[src/rtl/bcd_pkg.sv]
// Shared constants for the binary-to-BCD converter
// and the seven-segment display decoder.
package bcd_pkg;

  localparam logic [1:0] ST_IDLE  = 2'd0;
  localparam logic [1:0] ST_SHIFT = 2'd1;
  localparam logic [1:0] ST_DONE  = 2'd2;

  // Nibble code the display decoder shows as blank.
  localparam logic [3:0] BLANK_NIB = 4'hF;

endpackage

[src/rtl/dabble_digit.sv]
// Double-dabble correction for one BCD nibble:
// add 3 when the digit is 5 or more.
module dabble_digit (
  input  logic [3:0] din,
  output logic [3:0] dout
);

  // Pre-shift correction so the doubled digit carries
  // into the next nibble at decimal ten.
  always_comb begin
    dout = din;
    if (din >= 4'd5) begin
      dout = din + 4'd3;
    end
  end

endmodule

[src/rtl/bin_to_bcd_seq.sv]
// Sequential binary-to-BCD converter, one bit per
// cycle, with overflow blanking.
module bin_to_bcd_seq
  import bcd_pkg::*;
#(
  parameter int N_DIGITS = 4,
  parameter int BIN_W    = 14
) (
  input  logic                  CLOCK_50,
  input  logic                  RESET,
  input  logic                  start,
  input  logic [BIN_W-1:0]      bin,
  output logic [4*N_DIGITS-1:0] bcd,
  output logic                  busy,
  output logic                  done,
  output logic                  err
);

  localparam int BCD_W = 4 * N_DIGITS;
  localparam int CNT_W = $clog2(BIN_W + 1);
  localparam int MAX_VAL = 10**N_DIGITS - 1;

  localparam logic [BIN_W-1:0] MAX_BIN =
    BIN_W'(MAX_VAL);
  localparam logic [CNT_W-1:0] LAST_IT =
    CNT_W'(BIN_W - 1);

  logic [1:0]       state_q, state_d;
  logic [CNT_W-1:0] cnt_q, cnt_d;
  logic [BIN_W-1:0] sr_q, sr_d;
  logic [BCD_W-1:0] acc_q, acc_d;
  logic [BCD_W-1:0] bcd_q, bcd_d;
  logic             err_q, err_d;

  logic [BCD_W-1:0] acc_fix;
  logic [BCD_W-1:0] acc_shl;
  logic [BIN_W-1:0] sr_shl;

  for (genvar i = 0; i < N_DIGITS; i++) begin : g_dig
    dabble_digit u_dig (
      .din  (acc_q[4*i +: 4]),
      .dout (acc_fix[4*i +: 4])
    );
  end

  assign acc_shl = {acc_fix[BCD_W-2:0], sr_q[BIN_W-1]};
  assign sr_shl  = {sr_q[BIN_W-2:0], 1'b0};

  // Next-state: accept/reject in IDLE, iterate in
  // SHIFT, single-cycle DONE back to IDLE.
  always_comb begin
    state_d = state_q;
    cnt_d   = cnt_q;
    sr_d    = sr_q;
    acc_d   = acc_q;
    bcd_d   = bcd_q;
    err_d   = err_q;
    case (state_q)
      ST_IDLE: begin
        if (start) begin
          if (bin > MAX_BIN) begin
            bcd_d   = {N_DIGITS{BLANK_NIB}};
            err_d   = 1'b1;
            state_d = ST_DONE;
          end else begin
            sr_d    = bin;
            acc_d   = '0;
            cnt_d   = '0;
            state_d = ST_SHIFT;
          end
        end
      end
      ST_SHIFT: begin
        acc_d = acc_shl;
        sr_d  = sr_shl;
        cnt_d = cnt_q + 1'b1;
        if (cnt_q == LAST_IT) begin
          bcd_d   = acc_shl;
          err_d   = 1'b0;
          state_d = ST_DONE;
        end
      end
      ST_DONE: begin
        state_d = ST_IDLE;
      end
      default: begin
        state_d = ST_IDLE;
      end
    endcase
  end

  // State and datapath registers, reset wins.
  always_ff @(posedge CLOCK_50) begin
    if (RESET) begin
      state_q <= ST_IDLE;
      cnt_q   <= '0;
      sr_q    <= '0;
      acc_q   <= '0;
      bcd_q   <= '0;
      err_q   <= 1'b0;
    end else begin
      state_q <= state_d;
      cnt_q   <= cnt_d;
      sr_q    <= sr_d;
      acc_q   <= acc_d;
      bcd_q   <= bcd_d;
      err_q   <= err_d;
    end
  end

  assign bcd  = bcd_q;
  assign err  = err_q;
  assign busy = (state_q == ST_SHIFT);
  assign done = (state_q == ST_DONE);

endmodule

[config.mk]
export PLATFORM = sky130hd
export DESIGN_NAME = bin_to_bcd_seq
export DESIGN_NICKNAME = d
export VERILOG_FILES = /design/src/rtl/bcd_pkg.sv /design/src/rtl/dabble_digit.sv /design/src/rtl/bin_to_bcd_seq.sv
export SDC_FILE = /design/constraint.sdc
export NUM_CORES = 1
export LEC_CHECK = 0
export CORE_ASPECT_RATIO = 0.8
export CORE_MARGIN = 2
export CORE_UTILIZATION = 44
export CTS_CLUSTER_SIZE = 25
export DETAILED_ROUTE_END_ITERATION = 10
export PLACE_DENSITY = 0.75
export SLEW_MARGIN = 25
export SYNTH_ARGS = -nofsm -noshare
export SYNTH_HDL_FRONTEND = slang
export SYNTH_SLANG_ARGS = --single-unit
[constraint.sdc]
create_clock -name CLOCK_50 -period 1.9 [get_ports CLOCK_50]
set_input_delay 0.285 -clock CLOCK_50 [delete_from_list [all_inputs] [get_ports CLOCK_50]]
set_output_delay 0.285 -clock CLOCK_50 [all_outputs]
set_load 0.01 [all_outputs]
# [Word-level counts from Yosys, hierarchy flattened]
# Index checks and enable logic that the tools add are counted.
[word_totals] reg_bits=53 input_bits=17 out_inout_bits=19 elab_cells=53
[op_classes] addsub=5 order_cmp=5 eq_ne=7 n_mux=25 n_reduce_logical=5
[op_table] cell="2-to-1 mux 16 bit" count=5
[op_table] cell="case mux 16 bit (2 select lines)" count=2
[op_table] cell="2-to-1 mux 14 bit" count=2
[op_table] cell="case mux 14 bit (2 select lines)" count=1
[op_table] cell="2-to-1 mux 4 bit" count=5
[op_table] cell="greater-or-equal comparator 4 x 3 -> 1 bit (second input constant)" count=4
[op_table] cell="> comparator 14 bit (second input constant)" count=1
[op_table] cell="adder 4 x 2 -> 4 bit (second input constant)" count=3
[op_table] cell="case mux 4 bit (2 select lines)" count=1
[op_table] cell="2-to-1 mux 2 bit" count=3
[op_table] cell="inequality test 2 bit (second input constant)" count=3
[op_table] cell="adder 4 x 1 -> 4 bit (second input constant)" count=1
[op_table] cell="== test 4 bit (second input constant)" count=1
[op_table] cell="case mux 2 bit (2 select lines)" count=1
[op_table] cell="AND reduction 4 bit" count=1
[op_table] cell="adder 3 x 2 -> 3 bit (second input constant)" count=1
[op_table] cell="2-to-1 mux 1 bit" count=3
[op_table] cell="2-to-1 mux 3 bit" count=1
[op_table] cell="AND reduction 3 bit" count=1
[op_table] cell="== test 2 x 1 -> 1 bit (second input constant)" count=1
[op_table] cell="== test 2 bit (second input constant)" count=1
[op_table] cell="logical NOT 2 bit" count=1
[op_table] cell="inequality test 2 x 1 -> 1 bit (second input constant)" count=1
[op_table] cell="case mux 1 bit (2 select lines)" count=1
[op_table] cell="2 further kinds" count=2

# [Logic depth before layout (Yosys ltp)]
[depth] ltp_word=4 ltp_mapped=7 mapped_depth_nobuf=6

# [By module]
# Synthesis repeated with hierarchy kept, for this count alone.
[unflattened] hier_cells=264 hier_area_um2=2476.1
[by_module_without_submodules] mod="bin_to_bcd_seq" instances=1 cells_each=200 area_per_inst_um2=2070.7
[by_module_without_submodules] mod="dabble_digit" instances=4 cells_each=16 area_per_inst_um2=101.3

# [Worst setup path after synthesis]
# Ideal clock, no wire load.
[synth_path] path_kind="input port to flip-flop" from="in bin[7]" to="reg sr_q[12]" setup_time_ns=0.120 arrival_time_ns=1.611 required_time_ns=1.780 path_slack_ns=0.169 path_stages=5 cell_sequence="or4_4 a211o_1 buf_2 a221oi_2 nor2_1"
[synth_via] elab_chain_len=3
[synth_lines] element="start: declaration" line="bin_to_bcd_seq.sv:12" text="input logic [BIN_W-1:0] bin,"
[synth_lines] element="> comparator 14 bit" line="bin_to_bcd_seq.sv:61" text="if (bin > MAX_BIN) begin"
[synth_lines] element="inequality test 2 bit (no line)"
[synth_lines] element="AND reduction 3 bit (no line)"
[synth_lines] element="end signal: assignment" line="bin_to_bcd_seq.sv:104" text="sr_q <= sr_d;"
[synth_lines] element="end: declaration" line="bin_to_bcd_seq.sv:30" text="logic [BIN_W-1:0] sr_q, sr_d;"
# No other way between the ends.
# A chain may end at the register's enable or synchronous reset.

# [Worst setup path after layout]
[layout_path] from="reg state_q[1]" to="out busy"
[layout_via] elab_chain_len=1
[layout_lines] element="start: declaration" line="bin_to_bcd_seq.sv:28" text="logic [1:0] state_q, state_d;"
[layout_lines] element="start signal: assignment" line="bin_to_bcd_seq.sv:102" text="state_q <= state_d;"
[layout_lines] element="== test 2 x 1 -> 1 bit" line="bin_to_bcd_seq.sv:113" text="assign busy = (state_q == ST_SHIFT);"
[layout_lines] element="end: declaration" line="bin_to_bcd_seq.sv:14" text="output logic busy,"
# No other way between the ends.

==> flow_summary.json <==
{
  "status": "completed",
  "diode_count": 0,
  "syn-mean-instance-area_um2": 7.98,
  "synthMuxAreaShare": 0.00376,
  "routed_wl_um": 6170,
  "synth.yosys.warnings": 0,
  "io-pin-count": 36,
  "tritoncts_num_sinks": 53,
  "irDropWorstVdd_mv": 0.416,
  "grt_overflow_total": 0,
  "synth-seq-area-share": 0.398,
  "hold_class": "in -> reg",
  "initial_utilization": 0.453,
  "grt_pass1_vias": 2352,
  "hold_viol": 0,
  "clock_tree_from_tritoncts": "yes",
  "grt_setup_unrepaired": "no",
  "timing.max_slew.rel_slack": 0.757,
  "finalSetupViolations": 0,
  "groute.usage.overall": 0.199,
  "netlist_area_mm2": 0.00267,
  "cts_setup_buffers": 0,
  "cts.path.max_buffers": 2,
  "synthesized_area_fraction_occupied_by_adder_cells": 0.0469,
  "dp.final_hpwl_um": 4380,
  "die_width_um": 91.0,
  "ctsRootBufferMaster": "sky130_fd_sc_hd__clkbuf_8",
  "synth.net_count": 361,
  "route.detailed.wl_per_inst_um": 13.4,
  "final_cell_area_mm2": 0.00338,
  "final_layout_size_suffix_gt1_frac": 0.121,
  "worst_path_max_delay_cell": "sky130_fd_sc_hd__clkdlybuf4s50_1",
  "cts_made_buffers": 5,
  "worstPathArrival_ns": 1.52,
  "crit_fanout": 6,
  "placed_inst_area_mm2": 0.00327,
  "rows": 25,
  "syn-instance-count": 334,
  "fin_crit_ns": 1.81,
  "post_route_clock_period_utilization": 0.950,
  "cts.clk_slew.worst_paths_ns": 0.09,
  "io_buffer_count": 35,
  "antenna_violating_nets_left": 0,
  "fp.dieArea_mm2": 0.00670,
  "timing.critical_path.from_type": "flop",
  "post_synthesis_share_of_cell_area_spent_on_xor_and_xnor_gates": 0,
  "worstSkewPairLatency_ns": 0.32,
  "timing.critical_path.required_ns": 1.62,
  "antenna_found_initial": 0,
  "htreeDepth": 2,
  "ys_async_sr_fraction": 0,
  "area_delta_synth_final_pct": 27.0,
  "finalCoreUtilization": 0.576,
  "synth-edff-count": 0,
  "yosys.cell_count.top_type": "sky130_fd_sc_hd__dfxtp_1",
  "fillers": 570,
  "netlist_top_cells_area": "sky130_fd_sc_hd__dfxtp_1, sky130_fd_sc_hd__a21oi_1, sky130_fd_sc_hd__a221oi_1",
  "routabilityCongestion": 0.830,
  "leakagePower_nw": 1.25,
  "synth_top_cell_area_share": 0.398,
  "ys_top_cells_by_count": "sky130_fd_sc_hd__dfxtp_1, sky130_fd_sc_hd__a21oi_1, sky130_fd_sc_hd__inv_1, sky130_fd_sc_hd__nand3_1, sky130_fd_sc_hd__o21ai_0",
  "critPathCaptureType": "primary output",
  "worstMarginPinSlew_ns": 0.364,
  "fin_worst_skew_ns": 0.0176,
  "yosys.area_share.simple": 0.182,
  "final.setup.tns_ns": 0,
  "grt_pass1_wl_um": 10800,
  "synth_compound_gate_area_share": 0.289,
  "fmax_mhz": 554,
  "initialDrtViolationCount": 137,
  "maxCapViolCount": 0,
  "netlist.top_cell.by_area": "sky130_fd_sc_hd__dfxtp_1",
  "final-max-slew-violation-count": 0,
  "max_stage_delay_ns": 0.51,
  "stdcell_count": 462,
  "detail_route.vias_per_cell": 5.50,
  "hold_buffers": 0,
  "num-nets-final": 407,
  "dieHeight_um": 73.6,
  "pwr_density_cell_mw_per_mm2": 696,
  "synth_top_family_by_area": "compound AO/OA/AOI/OAI gates",
  "synth.ff_latch_count": 53,
  "start_to_end_type_of_the_worst_setup_path": "reg -> out",
  "dr_total_vias": 2543,
  "drtPass1Iterations": 4,
  "post-place-cells": 454,
  "post_synth_num_cell_types": 38,
  "crit_chain": "nand2b_1 -> clkinv_1 -> clkdlybuf4s50_1",
  "report.power.total_w": 0.00236,
  "floorplan.core_area_mm2": 0.00588,
  "maximum_number_of_pins_on_one_net_before_global_route_repair": 36,
  "dominantRegCellSynth": "sky130_fd_sc_hd__dfxtp_1",
  "post_cts_resized": 0,
  "drc": 0
}
-- worst paths after layout --
kind / startpoint / to / slack, ns / cells after the start
setup / recovery: state_q[1]$_SDFFE_PP0P_ / busy / 0.09 / 3
hold reg to reg: sr_q[7]$_SDFFE_PP0P_ / sr_q[7]$_SDFFE_PP0P_ / 0.45 / 2
setup reg to reg: acc_q[12]$_SDFFE_PP0P_ / bcd[14]$_SDFFE_PP0P_ / 0.22 / 6
hold / removal: bin[6] / sr_q[6]$_SDFFE_PP0P_ / 0.41 / 4
-- logic make-up (layout without fill, tap and decap cells) --
group                    after synthesis  in the layout
multiplexers                           1              1
adder cells (fa/ha/maj)               10             10
AO/OA/AOI/OAI                        119            119
buffers and inverters                 56            103
AND/OR/NAND/NOR                       95             95
flip-flops                            53             53
-- flip-flops by register name, summed over array words and instances, names as in the netlist --
register  cells
sr_q         14
bcd          16
state_q       2
err           1
cnt_q         4
acc_q        16
-- placed cells by master, fill, tap and decap left out, types with 2 or more instances in the layout --
cell type | Yosys | layout
sky130_fd_sc_hd__o211ai_1 | 7 | 7
sky130_fd_sc_hd__a31oi_1 | 5 | 5
sky130_fd_sc_hd__clkdlybuf4s50_1 | 0 | 32
sky130_fd_sc_hd__dfxtp_2 | 0 | 2
sky130_fd_sc_hd__nor3_1 | 8 | 8
sky130_fd_sc_hd__o2111ai_1 | 3 | 3
sky130_fd_sc_hd__a221oi_1 | 17 | 16
sky130_fd_sc_hd__buf_4 | 0 | 25
sky130_fd_sc_hd__a21oi_1 | 43 | 43
sky130_fd_sc_hd__o21ai_0 | 25 | 25
sky130_fd_sc_hd__inv_1 | 31 | 31
sky130_fd_sc_hd__nand2b_1 | 7 | 7
sky130_fd_sc_hd__dfxtp_1 | 53 | 51
sky130_fd_sc_hd__buf_12 | 0 | 3
sky130_fd_sc_hd__dlymetal6s2s_1 | 0 | 3
sky130_fd_sc_hd__nor3b_1 | 7 | 7
sky130_fd_sc_hd__a211o_1 | 9 | 8
sky130_fd_sc_hd__a221oi_2 | 1 | 2
sky130_fd_sc_hd__nor2b_1 | 4 | 4
sky130_fd_sc_hd__ha_1 | 10 | 10
sky130_fd_sc_hd__nand3_1 | 25 | 25
sky130_fd_sc_hd__and2_1 | 4 | 4
sky130_fd_sc_hd__a211oi_1 | 2 | 2
sky130_fd_sc_hd__nor2_1 | 15 | 15
sky130_fd_sc_hd__clkbuf_8 | 0 | 6
sky130_fd_sc_hd__nand2_1 | 19 | 19
-- stage by stage --
step	setup slack (ns)	hold WS [ns]
3_5_place_dp	-0.319	0.441
4_1_cts	0.0204	0.454
2_1_floorplan	0.169	0.426
5_1_grt	0.0343	0.425
6_report	0.0947	0.413
3_3_place_gp	-0.271	0.436
-- critical path: cells and delay by family (launching register included) --
kind	cells	cell delay [ns]
buf+inv	2	0.67
flops	1	0.38
simple gates	1	0.17
-- report_power, final --
part           total [W]  internal, W  switching (W)
clock           0.000685     0.000296       0.000389
combinational   0.000446     0.000231       0.000214
sequential       0.00123      0.00118      0.0000414
total            0.00236      0.00171       0.000644
-- metal layers --
metal | track usage | wire (um) | vias up
met3 | 0.0472 | 303 | 6
met4 | 0.0421 | 70 | 0
met5 | 0 | 0 | -
li1 | - | - | 1288
met2 | 0.337 | 2860 | 59
met1 | 0.262 | 2950 | 1190
-- layout make-up --
| type | count | area [um^2] | area share |
|---|---|---|---|
| clock inverters | 2 | 13.8 | 0.00407 |
| repair buffers | 63 | 606 | 0.179 |
| inverters | 32 | 120 | 0.0355 |
| multi-input cells | 225 | 1400 | 0.413 |
| clock buffers | 6 | 82.6 | 0.0244 |
| well taps | 81 | 101 | 0.0299 |
| flip-flops and latches | 53 | 1060 | 0.314 |
Power figures use the tool's default switching activity.
